### src/rtl/pe_pkg.sv
// Shared types for the output-stationary MAC processing element.
package pe_pkg;

  typedef enum logic [1:0] {
    ACT_PASS  = 2'b00,
    ACT_RELU  = 2'b01,
    ACT_LEAKY = 2'b10,
    ACT_RSVD  = 2'b11
  } act_mode_t;

  typedef enum logic {
    ACC_IDLE = 1'b0,
    ACC_RUN  = 1'b1
  } acc_state_t;

  typedef enum logic {
    OUT_EMPTY = 1'b0,
    OUT_FULL  = 1'b1
  } out_state_t;

endpackage

### src/rtl/pe_post_proc.sv
// Activation plus width conversion of a finished dot product.
// Define PE_SAT_EN to saturate to OUT_WIDTH; otherwise the low bits are kept (wrap).
module pe_post_proc
  import pe_pkg::*;
#(
  parameter int unsigned ACC_WIDTH   = 32,
  parameter int unsigned OUT_WIDTH   = 16,
  parameter int unsigned LEAKY_SHIFT = 3
) (
  input  logic [ACC_WIDTH-1:0] sum_in,
  input  logic [1:0]           act_mode,
  output logic [OUT_WIDTH-1:0] result_out
);

`ifdef PE_SAT_EN
  localparam logic signed [ACC_WIDTH-1:0] SAT_MAX =
    {{(ACC_WIDTH-OUT_WIDTH+1){1'b0}}, {(OUT_WIDTH-1){1'b1}}};
  localparam logic signed [ACC_WIDTH-1:0] SAT_MIN = ~SAT_MAX;
`endif

  logic signed [ACC_WIDTH-1:0] sum_s;
  logic signed [ACC_WIDTH-1:0] act_v;
  act_mode_t                   mode;

  always_comb begin
    sum_s = sum_in;
    mode  = act_mode_t'(act_mode);
    act_v = sum_s;
    case (mode)
      ACT_RELU:  if (sum_s[ACC_WIDTH-1]) act_v = '0;
      ACT_LEAKY: if (sum_s[ACC_WIDTH-1]) act_v = sum_s >>> LEAKY_SHIFT;
      default:   act_v = sum_s;
    endcase
`ifdef PE_SAT_EN
    if (act_v > SAT_MAX)      result_out = SAT_MAX[OUT_WIDTH-1:0];
    else if (act_v < SAT_MIN) result_out = SAT_MIN[OUT_WIDTH-1:0];
    else                      result_out = act_v[OUT_WIDTH-1:0];
`else
    result_out = act_v[OUT_WIDTH-1:0];
`endif
  end

endmodule

### src/rtl/pe_mac_os.sv
// Output-stationary signed MAC PE: forwards operands east/south, accumulates a framed
// dot product and holds the activated result behind valid/ready. Build option: PE_SAT_EN.
module pe_mac_os
  import pe_pkg::*;
#(
  parameter int unsigned DATA_WIDTH  = 16,
  parameter int unsigned ACC_WIDTH   = 32,
  parameter int unsigned OUT_WIDTH   = 16,
  parameter int unsigned LEAKY_SHIFT = 3
) (
  input  logic                  clk,
  input  logic                  rst_n,
  input  logic [DATA_WIDTH-1:0] a_in,
  input  logic [DATA_WIDTH-1:0] b_in,
  input  logic                  valid_in,
  input  logic                  last_in,
  input  logic [1:0]            act_mode,
  input  logic                  acc_clr,
  output logic [DATA_WIDTH-1:0] a_out,
  output logic [DATA_WIDTH-1:0] b_out,
  output logic                  valid_out,
  output logic                  last_out,
  output logic [OUT_WIDTH-1:0]  result,
  output logic                  result_valid,
  input  logic                  result_ready,
  output logic                  ovf_err
);

  acc_state_t acc_state_q, acc_state_d;
  out_state_t out_state_q, out_state_d;

  logic signed [ACC_WIDTH-1:0]    acc_q, acc_d, prod, sum;
  logic signed [DATA_WIDTH-1:0]   a_s, b_s;
  logic signed [2*DATA_WIDTH-1:0] prod_full;
  logic [OUT_WIDTH-1:0]           result_q, result_d, post_val;
  logic                           ovf_q, ovf_d;
  logic [DATA_WIDTH-1:0]          a_q, b_q;
  logic                           valid_q, last_q;
  logic                           load;

  // acc_clr makes this beat the first one, so the running sum is ignored.
  always_comb begin
    a_s       = a_in;
    b_s       = b_in;
    prod_full = (2*DATA_WIDTH)'(a_s) * (2*DATA_WIDTH)'(b_s);
    prod      = ACC_WIDTH'(prod_full);
    sum       = ((acc_clr || acc_state_q == ACC_IDLE) ? '0 : acc_q) + prod;
    load      = valid_in & last_in;
  end

  pe_post_proc #(
    .ACC_WIDTH  (ACC_WIDTH),
    .OUT_WIDTH  (OUT_WIDTH),
    .LEAKY_SHIFT(LEAKY_SHIFT)
  ) u_post (
    .sum_in    (sum),
    .act_mode  (act_mode),
    .result_out(post_val)
  );

  always_ff @(posedge clk or negedge rst_n) begin
    if (!rst_n) begin
      acc_state_q <= ACC_IDLE;
      out_state_q <= OUT_EMPTY;
      acc_q       <= '0;
      result_q    <= '0;
      ovf_q       <= 1'b0;
      a_q         <= '0;
      b_q         <= '0;
      valid_q     <= 1'b0;
      last_q      <= 1'b0;
    end else begin
      acc_state_q <= acc_state_d;
      out_state_q <= out_state_d;
      acc_q       <= acc_d;
      result_q    <= result_d;
      ovf_q       <= ovf_d;
      a_q         <= a_in;
      b_q         <= b_in;
      valid_q     <= valid_in;
      last_q      <= last_in & valid_in;
    end
  end

  always_comb begin
    acc_d       = acc_q;
    acc_state_d = acc_state_q;
    if (valid_in) begin
      if (last_in) begin
        acc_d       = '0;
        acc_state_d = ACC_IDLE;
      end else begin
        acc_d       = sum;
        acc_state_d = ACC_RUN;
      end
    end else if (acc_clr) begin
      acc_d       = '0;
      acc_state_d = ACC_IDLE;
    end

    out_state_d = out_state_q;
    result_d    = result_q;
    ovf_d       = ovf_q;
    if (load) begin
      result_d    = post_val;
      out_state_d = OUT_FULL;
      if (out_state_q == OUT_FULL && !result_ready) ovf_d = 1'b1;
    end else if (out_state_q == OUT_FULL && result_ready) begin
      out_state_d = OUT_EMPTY;
    end
  end

  always_comb begin
    a_out        = a_q;
    b_out        = b_q;
    valid_out    = valid_q;
    last_out     = last_q;
    result       = result_q;
    result_valid = (out_state_q == OUT_FULL);
    ovf_err      = ovf_q;
  end

endmodule
### config.mk
export PLATFORM = sky130hd
export DESIGN_NAME = pe_mac_os
export DESIGN_NICKNAME = d
export VERILOG_FILES = /design/src/rtl/pe_pkg.sv /design/src/rtl/pe_post_proc.sv /design/src/rtl/pe_mac_os.sv
export SDC_FILE = /design/constraint.sdc
export NUM_CORES = 1
export LEC_CHECK = 0
export BUFFER_PORTS_ARGS = -buffer_cell sky130_fd_sc_hd__buf_4
export CAP_MARGIN = 0
export CORE_ASPECT_RATIO = 1.25
export CORE_MARGIN = 5
export CORE_UTILIZATION = 45
export CTS_CLUSTER_SIZE = 40
export DETAILED_ROUTE_END_ITERATION = 10
export HOLD_SLACK_MARGIN = 0.12
export MAX_ROUTING_LAYER = met4
export RECOVER_POWER = 50
export SLEW_MARGIN = 20
export SYNTH_ARGS = -nofsm -noshare
export SYNTH_HDL_FRONTEND = slang
export SYNTH_HIERARCHICAL = 1
export SYNTH_SLANG_ARGS = --single-unit
### constraint.sdc
create_clock -name clk -period 5.82 [get_ports clk]
set_input_delay 0 -clock clk [delete_from_list [all_inputs] [get_ports clk]]
set_output_delay 0 -clock clk [all_outputs]
set_load 0.05 [all_outputs]
==> run summary, run 1 <==
Yosys warning total - 6
CP Launch Type - flop
clock-pin slew of the registers on the worst-case setup and hold paths - 0.08 ns
vias in the first global route - 11.8k
Crit Path Max Fanout - 8
H-tree depth - 3
CTS tree - done
WL/cell - 16.9 microns
post-route ant nets - 0
CP arrival - 6.37 ns
Critical Path Slowest Stage Cell - fa_1
Layout fillers - 2753
leading cell types in the layout, fill and taps excluded - 331 x inv_1, 284 x fa_1, 213 x buf_4
Critical Path RT - 6.07 ns
Post-Route WL - 35.6 mm
I/O pins - 92
post-detail-place hpwl - 29.2 mm
RSZ-0062 raised after global routing - true
fin cells - 2105
Largest stage delay, worst path - 0.56 ns
actual slew at the worst max-slew pin - 2.19 ns
Syn-to-layout area delta - 23.7%
GRT met3 Usage - 0.0267
clk buf depth - 2
Slew Viols, Final - 34
Root Driver - clkbuf_16
CTS sink cnt - 85
most common cell after layout, fill and taps aside - inv_1
busiest grt layer - met2
fmax - 163 MHz
first-pass GRT wire length - 61.0 mm
met1 usage - 0.294
Final GP Congestion - 0.861
initial core utilization - 0.456
Hold WC Path Type - input port to flop
worst hold slack - 0.394 ns
Crit. End Element - flop
total core area - 30900 sq um
die height - 208 microns
Max-Cap Viols - 1
drt pass-1 iters - 4
HP Start - valid_in
Worst R2R Start - acc_state_q$_DFFE_PN0P_
Tmin final - 6.13 ns
Overall Global Routing Usage - 0.222
gr ovfl total - 0
setup slack after layout - -0.305 ns
CP Class - flop to flop
DR DRC count - 0
critical path, cell by cell - nor2b_4 -> buf_8 -> nand2_4 -> fa_1 -> inv_2 -> fa_2 -> fa_1 -> fa_1 -> inv_1 -> fa_1 -> inv_2 -> ha_4 -> a211oi_2 -> nor2_2 -> a221o_1 -> a41o_1 -> a21o_1 -> a221oi_2 -> xnor2_2 -> nor2b_2 -> buf_6 -> a32o_1 -> a21o_1 -> mux2_2
antenna cells - 0
DRT iter0 DRCs - 398
CP dominant cell by count - fa_1
reg2reg path depth - 24
failing checks - capacitance limit, slew limit, setup timing
clk_lat worst skew - 0.36 ns
Layout Nets - 2125
GR Util met2 - 0.366
Die ar. - 35000 sq um
number of setup violations in the final report - 16
Worst Hold Endpoint - valid_out$_DFF_PN0_
part of the cycle the worst path needs - 1.05
syn avg cell area - 9.96 sq um
Gate Count Post-Synth - 1414
vias per inst - 4.92
Placement Setup Slack - -0.610 ns
syn_nets - 1846
cts bufs inserted - 9
DP Cell Count - 2038
Final Hold Vio Count - 0
hold-critical path depth - 2
via count - 10.4k
mapped cell area - 14100 sq um
Die W - 168 microns
outcome - complete, but fails checks
relative slew slack - -0.457
initial antenna violation count - 0
RR Endpoint - result[4]$_DFFE_PN0P_
ratio of cells with drive above 1 in the final layout - 0.198
largest net degree at the start of global routing - 54
clk_skew - 0.00846 ns
R2R setup slack - -0.31 ns
# rows - 72
# port buffers - 91
[state kept, by name, indices dropped and copies added, names as in the netlist]
signal,flops
ovf_err,1
valid_out,1
result_valid,1
acc_state_q,1
acc_q,32
result,16
last_out,1
a_out,16
b_out,16
[what timing repair did]
item / in CTS / in global routing
hold buffers: 36 / 0
hold endpoints to repair: 68 / 0
pin swaps: 36 / 32
gates cloned: 3 / 1
setup endpoints to repair: 17 / 18
gates resized for setup: 48 / 25
setup buffers: 6 / 5
[worst max-delay path: cells and delay by family, from the launching register on]
kind                     cells  cell delay, ns
multiplexers                 1            0.25
AO/OA/AOI/OAI                7            1.57
adder cells (fa/ha/maj)      6            2.69
flip-flops                   1            0.33
AND/OR/NAND/NOR              4            0.46
buffers and inverters        5            0.48
XOR/XNOR                     1            0.21
[worst max path at each step]
stage                                       start                      to  slack (ns)  cells past startpoint
after floorplan                           b_in[1]   result[3]$_DFFE_PN0P_       -0.42                     27
after global placement                    b_in[2]   result[5]$_DFFE_PN0P_       -0.56                     26
after detailed placement                 a_in[15]  result[15]$_DFFE_PN0P_       -0.61                     27
after CTS                 acc_state_q$_DFFE_PN0P_   result[1]$_DFFE_PN0P_       -0.22                     24
after global routing      acc_state_q$_DFFE_PN0P_   result[1]$_DFFE_PN0P_       -0.49                     25
final                     acc_state_q$_DFFE_PN0P_   result[4]$_DFFE_PN0P_       -0.31                     24
[routing by layer]
metal / wire length (microns) / up-vias
met1: 15700 / 5316
met2: 17900 / 195
met5: 0 / -
met3: 1220 / 36
li1: - / 4810
met4: 757 / 0
[through the flow]
stage | util | setup TNS [ns] | area, sq um
CTS | 0.566 | -3.35 | 17500
detailed placement | 0.535 | -9.73 | 16500
finish | 0.564 | -4.52 | 17400
floorplan | - | -6.07 | 14200
global placement | 0.535 | -9.03 | 16500
global route | 0.564 | -7.44 | 17400
[cell type report]
type | count | area (sq um) | area share
well taps | 407 | 509 | 0.0292
flip-flops and latches | 85 | 2130 | 0.122
clock buffers | 9 | 225 | 0.0129
clock inverters | 7 | 80.1 | 0.00460
repair buffers | 316 | 2320 | 0.133
inverters | 343 | 1290 | 0.0740
multi-input cells | 938 | 10900 | 0.624
Power of run 1 is left out: the tool's default activity adds up to more than one toggle a clock period on the data nets, which glitch-free logic cannot reach.
==> run 2, diff against run 1 <==
--- a/config.mk
+++ b/config.mk
@@ -7,13 +7,12 @@
 export LEC_CHECK = 0
 export BUFFER_PORTS_ARGS = -buffer_cell sky130_fd_sc_hd__buf_4
 export CAP_MARGIN = 0
-export CORE_ASPECT_RATIO = 1.25
+export CORE_ASPECT_RATIO = 1.75
 export CORE_MARGIN = 5
 export CORE_UTILIZATION = 45
 export CTS_CLUSTER_SIZE = 40
 export DETAILED_ROUTE_END_ITERATION = 10
 export HOLD_SLACK_MARGIN = 0.12
-export MAX_ROUTING_LAYER = met4
 export RECOVER_POWER = 50
 export SLEW_MARGIN = 20
 export SYNTH_ARGS = -nofsm -noshare
==> run summary, run 2 (synthesis gave the netlist of run 1 again) <==
outcome - complete, but fails checks (unchanged)
failing checks - setup timing (was capacitance limit, slew limit, setup timing)
Crit. End Element - flop (unchanged)
DRT iter0 DRCs - 369 (was 398)
first-pass GRT wire length - 60.3 mm (was 61.0 mm)
clk_lat worst skew - 0.38 ns (was 0.36 ns)
Die ar. - 35100 sq um (was 35000 sq um)
cts bufs inserted - 9 (unchanged)
Final Hold Vio Count - 0 (unchanged)
post-detail-place hpwl - 30.1 mm (was 29.2 mm)
total core area - 30800 sq um (was 30900 sq um)
actual slew at the worst max-slew pin - 1.26 ns (was 2.19 ns)
clock-pin slew of the registers on the worst-case setup and hold paths - 0.07 ns (was 0.08 ns)
Seq. cell area - 2130 sq um (unchanged)
Post-Route WL - 35.4 mm (was 35.6 mm)
Tmin final - 6.12 ns (was 6.13 ns)
CTS sink cnt - 85 (unchanged)
CTS tree - done (unchanged)
Final GP Congestion - 0.861 (about the same)
clk_skew - 0.0152 ns (was 0.00846 ns)
relative slew slack - 0.159 (was -0.457)
Syn-to-layout area delta - 24.1% (was 23.7%)
Slew Viols, Final - 0 (was 34)
Crit Path Max Fanout - 8 (unchanged)
Critical Path RT - 6.07 ns (about the same)
DR DRC count - 0 (unchanged)
Max-Cap Viols - 0 (was 1)
Overall Global Routing Usage - 0.217 (was 0.222)
drt pass-1 iters - 4 (unchanged)
max reg flops - 32 (unchanged)
die height - 244 microns (was 208 microns)
Max Used Layer - met4 (unchanged)
Root Driver - clkbuf_16 (unchanged)
WL/cell - 16.9 microns (about the same)
Crit path max-delay family - adder cells (unchanged)
I/O pins - 92 (unchanged)
leading cell types in the layout, fill and taps excluded - 329 x inv_1, 281 x fa_1, 208 x buf_4 (was 331 x inv_1, 284 x fa_1, 213 x buf_4)
WL met2 - 19.3 mm (was 17.9 mm)
number of setup violations in the final report - 18 (was 16)
via count - 10.4k (about the same)
most common cell after layout, fill and taps aside - inv_1 (unchanged)
initial antenna violation count - 0 (unchanged)
CP Launch Type - flop (unchanged)
RSZ-0062 raised after global routing - true (unchanged)
# port buffers - 91 (unchanged)
Largest Register - acc_q (unchanged)
part of the cycle the worst path needs - 1.05 (about the same)
Largest stage delay, worst path - 0.55 ns (was 0.56 ns)
antenna cells - 0 (unchanged)
setup slack after layout - -0.301 ns (was -0.305 ns)
area of the multi-input gates - 10900 sq um (about the same)
H-tree depth - 3 (unchanged)
ratio of cells with drive above 1 in the final layout - 0.203 (was 0.198)
post-route ant nets - 0 (unchanged)
CP dominant cell by count - buf_6 (was fa_1)
CP Class - flop to flop (unchanged)
vias per inst - 4.98 (was 4.92)
Hold WC Path Type - input port to flop (unchanged)
M1 WL - 13.8 mm (was 15.7 mm)
Critical Path Slowest Stage Cell - fa_1 (unchanged)
vias in the first global route - 12.1k (was 11.8k)
fmax - 163 MHz (about the same)
largest net degree at the start of global routing - 64 (was 54)
Layout fillers - 2813 (was 2753)
CP arrival - 6.37 ns (about the same)
clk buf depth - 2 (unchanged)
Placement Setup Slack - -0.701 ns (was -0.610 ns)
Layout Nets - 2129 (was 2125)
Die W - 144 microns (was 168 microns)
# rows - 85 (was 72)
gr ovfl total - 0 (unchanged)
WP buf/inv - 6 (was 5)
WL met3 - 939 microns (was 1.22 mm)
initial core utilization - 0.457 (was 0.456)
run 2: changes by cell type in the layout (fill, tap and decap cells not counted), sizes merged:
| cell | change |
|---|---|
| and2 | -1 |
| buf | +2 |
| clkinv | +1 |
| inv | -1 |
| clkbuf | +3 |
run 2: path summary, 6_finish.rpt:
kind,startpoint,to,slack (ns),cells after the start
min reg2reg,ovf_err$_DFFE_PN0P_,ovf_err$_DFFE_PN0P_,0.49,1
min in group asynchronous,rst_n,acc_q[3]$_DFFE_PN0P_,0.44,3
min,acc_clr,acc_state_q$_DFFE_PN0P_,0.26,7
max in group asynchronous,rst_n,a_out[9]$_DFF_PN0_,4.47,3
max,acc_state_q$_DFFE_PN0P_,result[0]$_DFFE_PN0P_,-0.30,26
max reg2reg,acc_state_q$_DFFE_PN0P_,result[0]$_DFFE_PN0P_,-0.30,26
run 2: area by class of cell:
class                      instances  share of cell area
timing repair buffer             321               0.137
inverter                         343              0.0740
clock inverter                     7             0.00336
tap                              391              0.0280
sequential                        85               0.122
multi-input combinational        937               0.623
clock buffer                       9              0.0129
run 2: routing by layer:
metal,up-vias,global-route usage
met1,5381,0.264
met4,0,0.0873
met3,65,0.0178
met5,-,0
met2,170,0.392
li1,4802,-
run 2: worst register-to-register path, cell delays in order (launching register included):
cell and delay [ns]:
dfrtp_1 0.37, nor2b_4 0.13, buf_6 0.13, buf_6 0.12, buf_6 0.11, and2_1 0.18
ha_4 0.28, fa_2 0.45, fa_1 0.50, fa_1 0.55, inv_1 0.05, fa_1 0.48
inv_1 0.07, ha_4 0.17, a21oi_4 0.15, and2_4 0.15, o21ai_1 0.07, a221o_1 0.27
a41o_1 0.23, a21o_1 0.20, a221oi_4 0.29, xnor2_2 0.19, nor2b_2 0.10, buf_6 0.15
a32o_1 0.22, a21o_1 0.16, mux2_4 0.27
run 2: timing repair:
action	CTS	global route
hold endpoints to repair	58	0
hold buffers	37	0
gates resized for setup	45	40
setup endpoints to repair	18	20
buffers inserted	16	4
pin swaps	57	56
cloned	1	0
run 2: per-stage QoR:
| step | area (sq um) | cells | utilization | hold slack (ns) | setup TNS (ns) |
|---|---|---|---|---|---|
| final | 17500 | 2093 | 0.567 | 0.261 | -4.17 |
| after global routing | 17500 | 2093 | 0.567 | 0.299 | -8.40 |
| after CTS | 17500 | 2089 | 0.568 | 0.132 | -5.15 |
| after detailed placement | 16500 | 2019 | 0.535 | -0.0797 | -11.10 |
| after global placement | 16500 | 2019 | 0.535 | -0.0870 | -9.49 |
| after floorplan | 14200 | 1414 | - | -0.296 | -6.07 |
Power of run 2 is left out for the same reason.
==> run 3, diff against run 2 <==
--- a/config.mk
+++ b/config.mk
@@ -7,9 +7,9 @@
 export LEC_CHECK = 0
 export BUFFER_PORTS_ARGS = -buffer_cell sky130_fd_sc_hd__buf_4
 export CAP_MARGIN = 0
-export CORE_ASPECT_RATIO = 1.75
+export CORE_ASPECT_RATIO = 1.4
 export CORE_MARGIN = 5
-export CORE_UTILIZATION = 45
+export CORE_UTILIZATION = 25
 export CTS_CLUSTER_SIZE = 40
 export DETAILED_ROUTE_END_ITERATION = 10
 export HOLD_SLACK_MARGIN = 0.12
==> run summary, run 3 (synthesis gave the netlist of run 1 again) <==
DR DRC count - 0 (unchanged)
max reg flops - 32 (unchanged)
failing checks - capacitance limit, slew limit, setup timing (was setup timing)
H-tree depth - 3 (unchanged)
# rows - 103 (was 85)
Crit Path Max Fanout - 8 (unchanged)
Die W - 211 microns (was 144 microns)
CP Launch Type - flop (unchanged)
CTS sink cnt - 85 (unchanged)
Overall Global Routing Usage - 0.130 (was 0.217)
DRT iter0 DRCs - 261 (was 369)
Final Hold Vio Count - 0 (unchanged)
post-detail-place hpwl - 32.4 mm (was 30.1 mm)
Largest stage delay, worst path - 0.53 ns (was 0.55 ns)
Tmin final - 6.21 ns (was 6.12 ns)
outcome - complete, but fails checks (unchanged)
drt pass-1 iters - 5 (was 4)
TNS Setup - -5.48 ns (was -4.17 ns)
Root Driver - clkbuf_16 (unchanged)
CP arrival - 6.48 ns (was 6.37 ns)
actual slew at the worst max-slew pin - 2.13 ns (was 1.26 ns)
WP buf/inv - 6 (unchanged)
total core area - 56100 sq um (was 30800 sq um)
largest net degree at the start of global routing - 53 (was 64)
Crit. End Element - flop (unchanged)
clock-pin slew of the registers on the worst-case setup and hold paths - 0.10 ns (was 0.07 ns)
Syn-to-layout area delta - 27.7% (was 24.1%)
gr ovfl total - 0 (unchanged)
Critical Path RT - 6.08 ns (was 6.07 ns)
Final GP Congestion - 0.862 (was 0.861)
clk_lat worst skew - 0.40 ns (was 0.38 ns)
cts bufs inserted - 9 (unchanged)
vias per inst - 4.32 (was 4.98)
antenna cells - 0 (unchanged)
Die ar. - 61200 sq um (was 35100 sq um)
Worst R2R Start - acc_state_q$_DFFE_PN0P_ (unchanged)
ratio of cells with drive above 1 in the final layout - 0.213 (was 0.203)
relative slew slack - -0.417 (was 0.159)
HP Start - acc_clr (unchanged)
Layout Nets - 2133 (was 2129)
WL/cell - 15.6 microns (was 16.9 microns)
# port buffers - 91 (unchanged)
clk buf depth - 2 (unchanged)
Post-Route WL - 38.1 mm (was 35.4 mm)
Crit path max-delay family - adder cells (unchanged)
initial antenna violation count - 0 (unchanged)
Critical Path Slowest Stage Cell - fa_1 (unchanged)
Max-Cap Viols - 1 (was 0)
post-place instance area - 16900 sq um (was 16500 sq um)
vias in the first global route - 12.3k (was 12.1k)
die height - 291 microns (was 244 microns)
Largest Register - acc_q (unchanged)
fmax - 161 MHz (was 163 MHz)
I/O pins - 92 (unchanged)
Slew Viols, Final - 35 (was 0)
leading cell types in the layout, fill and taps excluded - 329 x inv_1, 283 x fa_1, 233 x buf_4 (was 329 x inv_1, 281 x fa_1, 208 x buf_4)
CP Class - flop to flop (unchanged)
initial core utilization - 0.251 (was 0.457)
number of setup violations in the final report - 16 (was 18)
via count - 10.5k (was 10.4k)
part of the cycle the worst path needs - 1.07 (was 1.05)
R2R setup slack - -0.39 ns (was -0.30 ns)
setup slack after layout - -0.393 ns (was -0.301 ns)
CTS tree - done (unchanged)
post-route ant nets - 0 (unchanged)
Hold WC Path Type - input port to flop (unchanged)
first-pass GRT wire length - 63.8 mm (was 60.3 mm)
most common cell after layout, fill and taps aside - inv_1 (unchanged)
clk_skew - 0.0298 ns (was 0.0152 ns)
Layout fillers - 5717 (was 2813)
crit path from - acc_state_q$_DFFE_PN0P_ (unchanged)
RSZ-0062 raised after global routing - true (unchanged)
design area - 18000 sq um (was 17500 sq um)
## run 3: cell types whose count changed in the layout (fill, tap and decap cells not counted), sizes merged
cell / delta
clkbuf: -12
and2: +1
inv: +2
clkinv: -2
buf: +15
## run 3: stage by stage
step	hold slack (ns)	instances	utilization	setup WS, ns
3_5_place_dp	0.0186	2367	0.302	-0.787
4_1_cts	0.131	2437	0.321	-0.355
2_1_floorplan	-0.296	1414	-	-0.425
6_report	0.180	2441	0.321	-0.393
3_3_place_gp	0.0131	2367	0.302	-0.701
5_1_grt	0.251	2441	0.321	-0.583
## run 3: worst register-to-register path, stage by stage (launching register included)
cell,delay [ns]
dfrtp_1,0.38
nor2b_4,0.14
buf_8,0.15
and2_4,0.18
ha_4,0.26
inv_2,0.03
fa_1,0.50
inv_1,0.04
ha_1,0.29
ha_1,0.29
inv_2,0.04
fa_1,0.53
inv_2,0.05
ha_4,0.16
fa_2,0.39
a21o_1,0.20
a221oi_4,0.26
o21a_2,0.20
o22ai_4,0.10
a41o_1,0.25
a21o_1,0.18
a221oi_2,0.30
xnor2_2,0.23
nor2b_2,0.12
buf_6,0.16
a32o_1,0.22
a21o_1,0.16
mux2_2,0.25
## run 3: per-layer routing
layer  vias to the layer above  routed length (microns)  GRT usage
met5                         -                        0          0
met4                         0                     1830     0.0598
met3                        96                      983     0.0162
met2                       194                    21300      0.248
met1                      5435                    14000      0.140
li1                       4822                        -          -
## run 3: final timing paths
path	end	depth (start not counted)
max in group asynchronous	b_out[14]$_DFF_PN0_	3
min	acc_state_q$_DFFE_PN0P_	6
min reg2reg	ovf_err$_DFFE_PN0P_	1
max reg2reg	result[1]$_DFFE_PN0P_	27
max	result[1]$_DFFE_PN0P_	27
min in group asynchronous	acc_q[9]$_DFFE_PN0P_	2
## run 3: final cells by class
cell class                 count  area, sq um  area share
inverter                     343         1290      0.0718
multi-input combinational    938        11000       0.610
timing repair buffer         324         2370       0.132
sequential                    85         2130       0.118
clock inverter                 7         80.1     0.00445
clock buffer                   9          225      0.0125
tap                          735          920      0.0512
## run 3: repair_timing
action,CTS,global route
pin swaps,66,47
endpoints found under the hold margin,69,0
cloned,3,0
hold buffers,36,0
setup endpoints to repair,21,21
setup buffers,15,7
resized for setup,55,37
Power of run 3 is left out for the same reason.
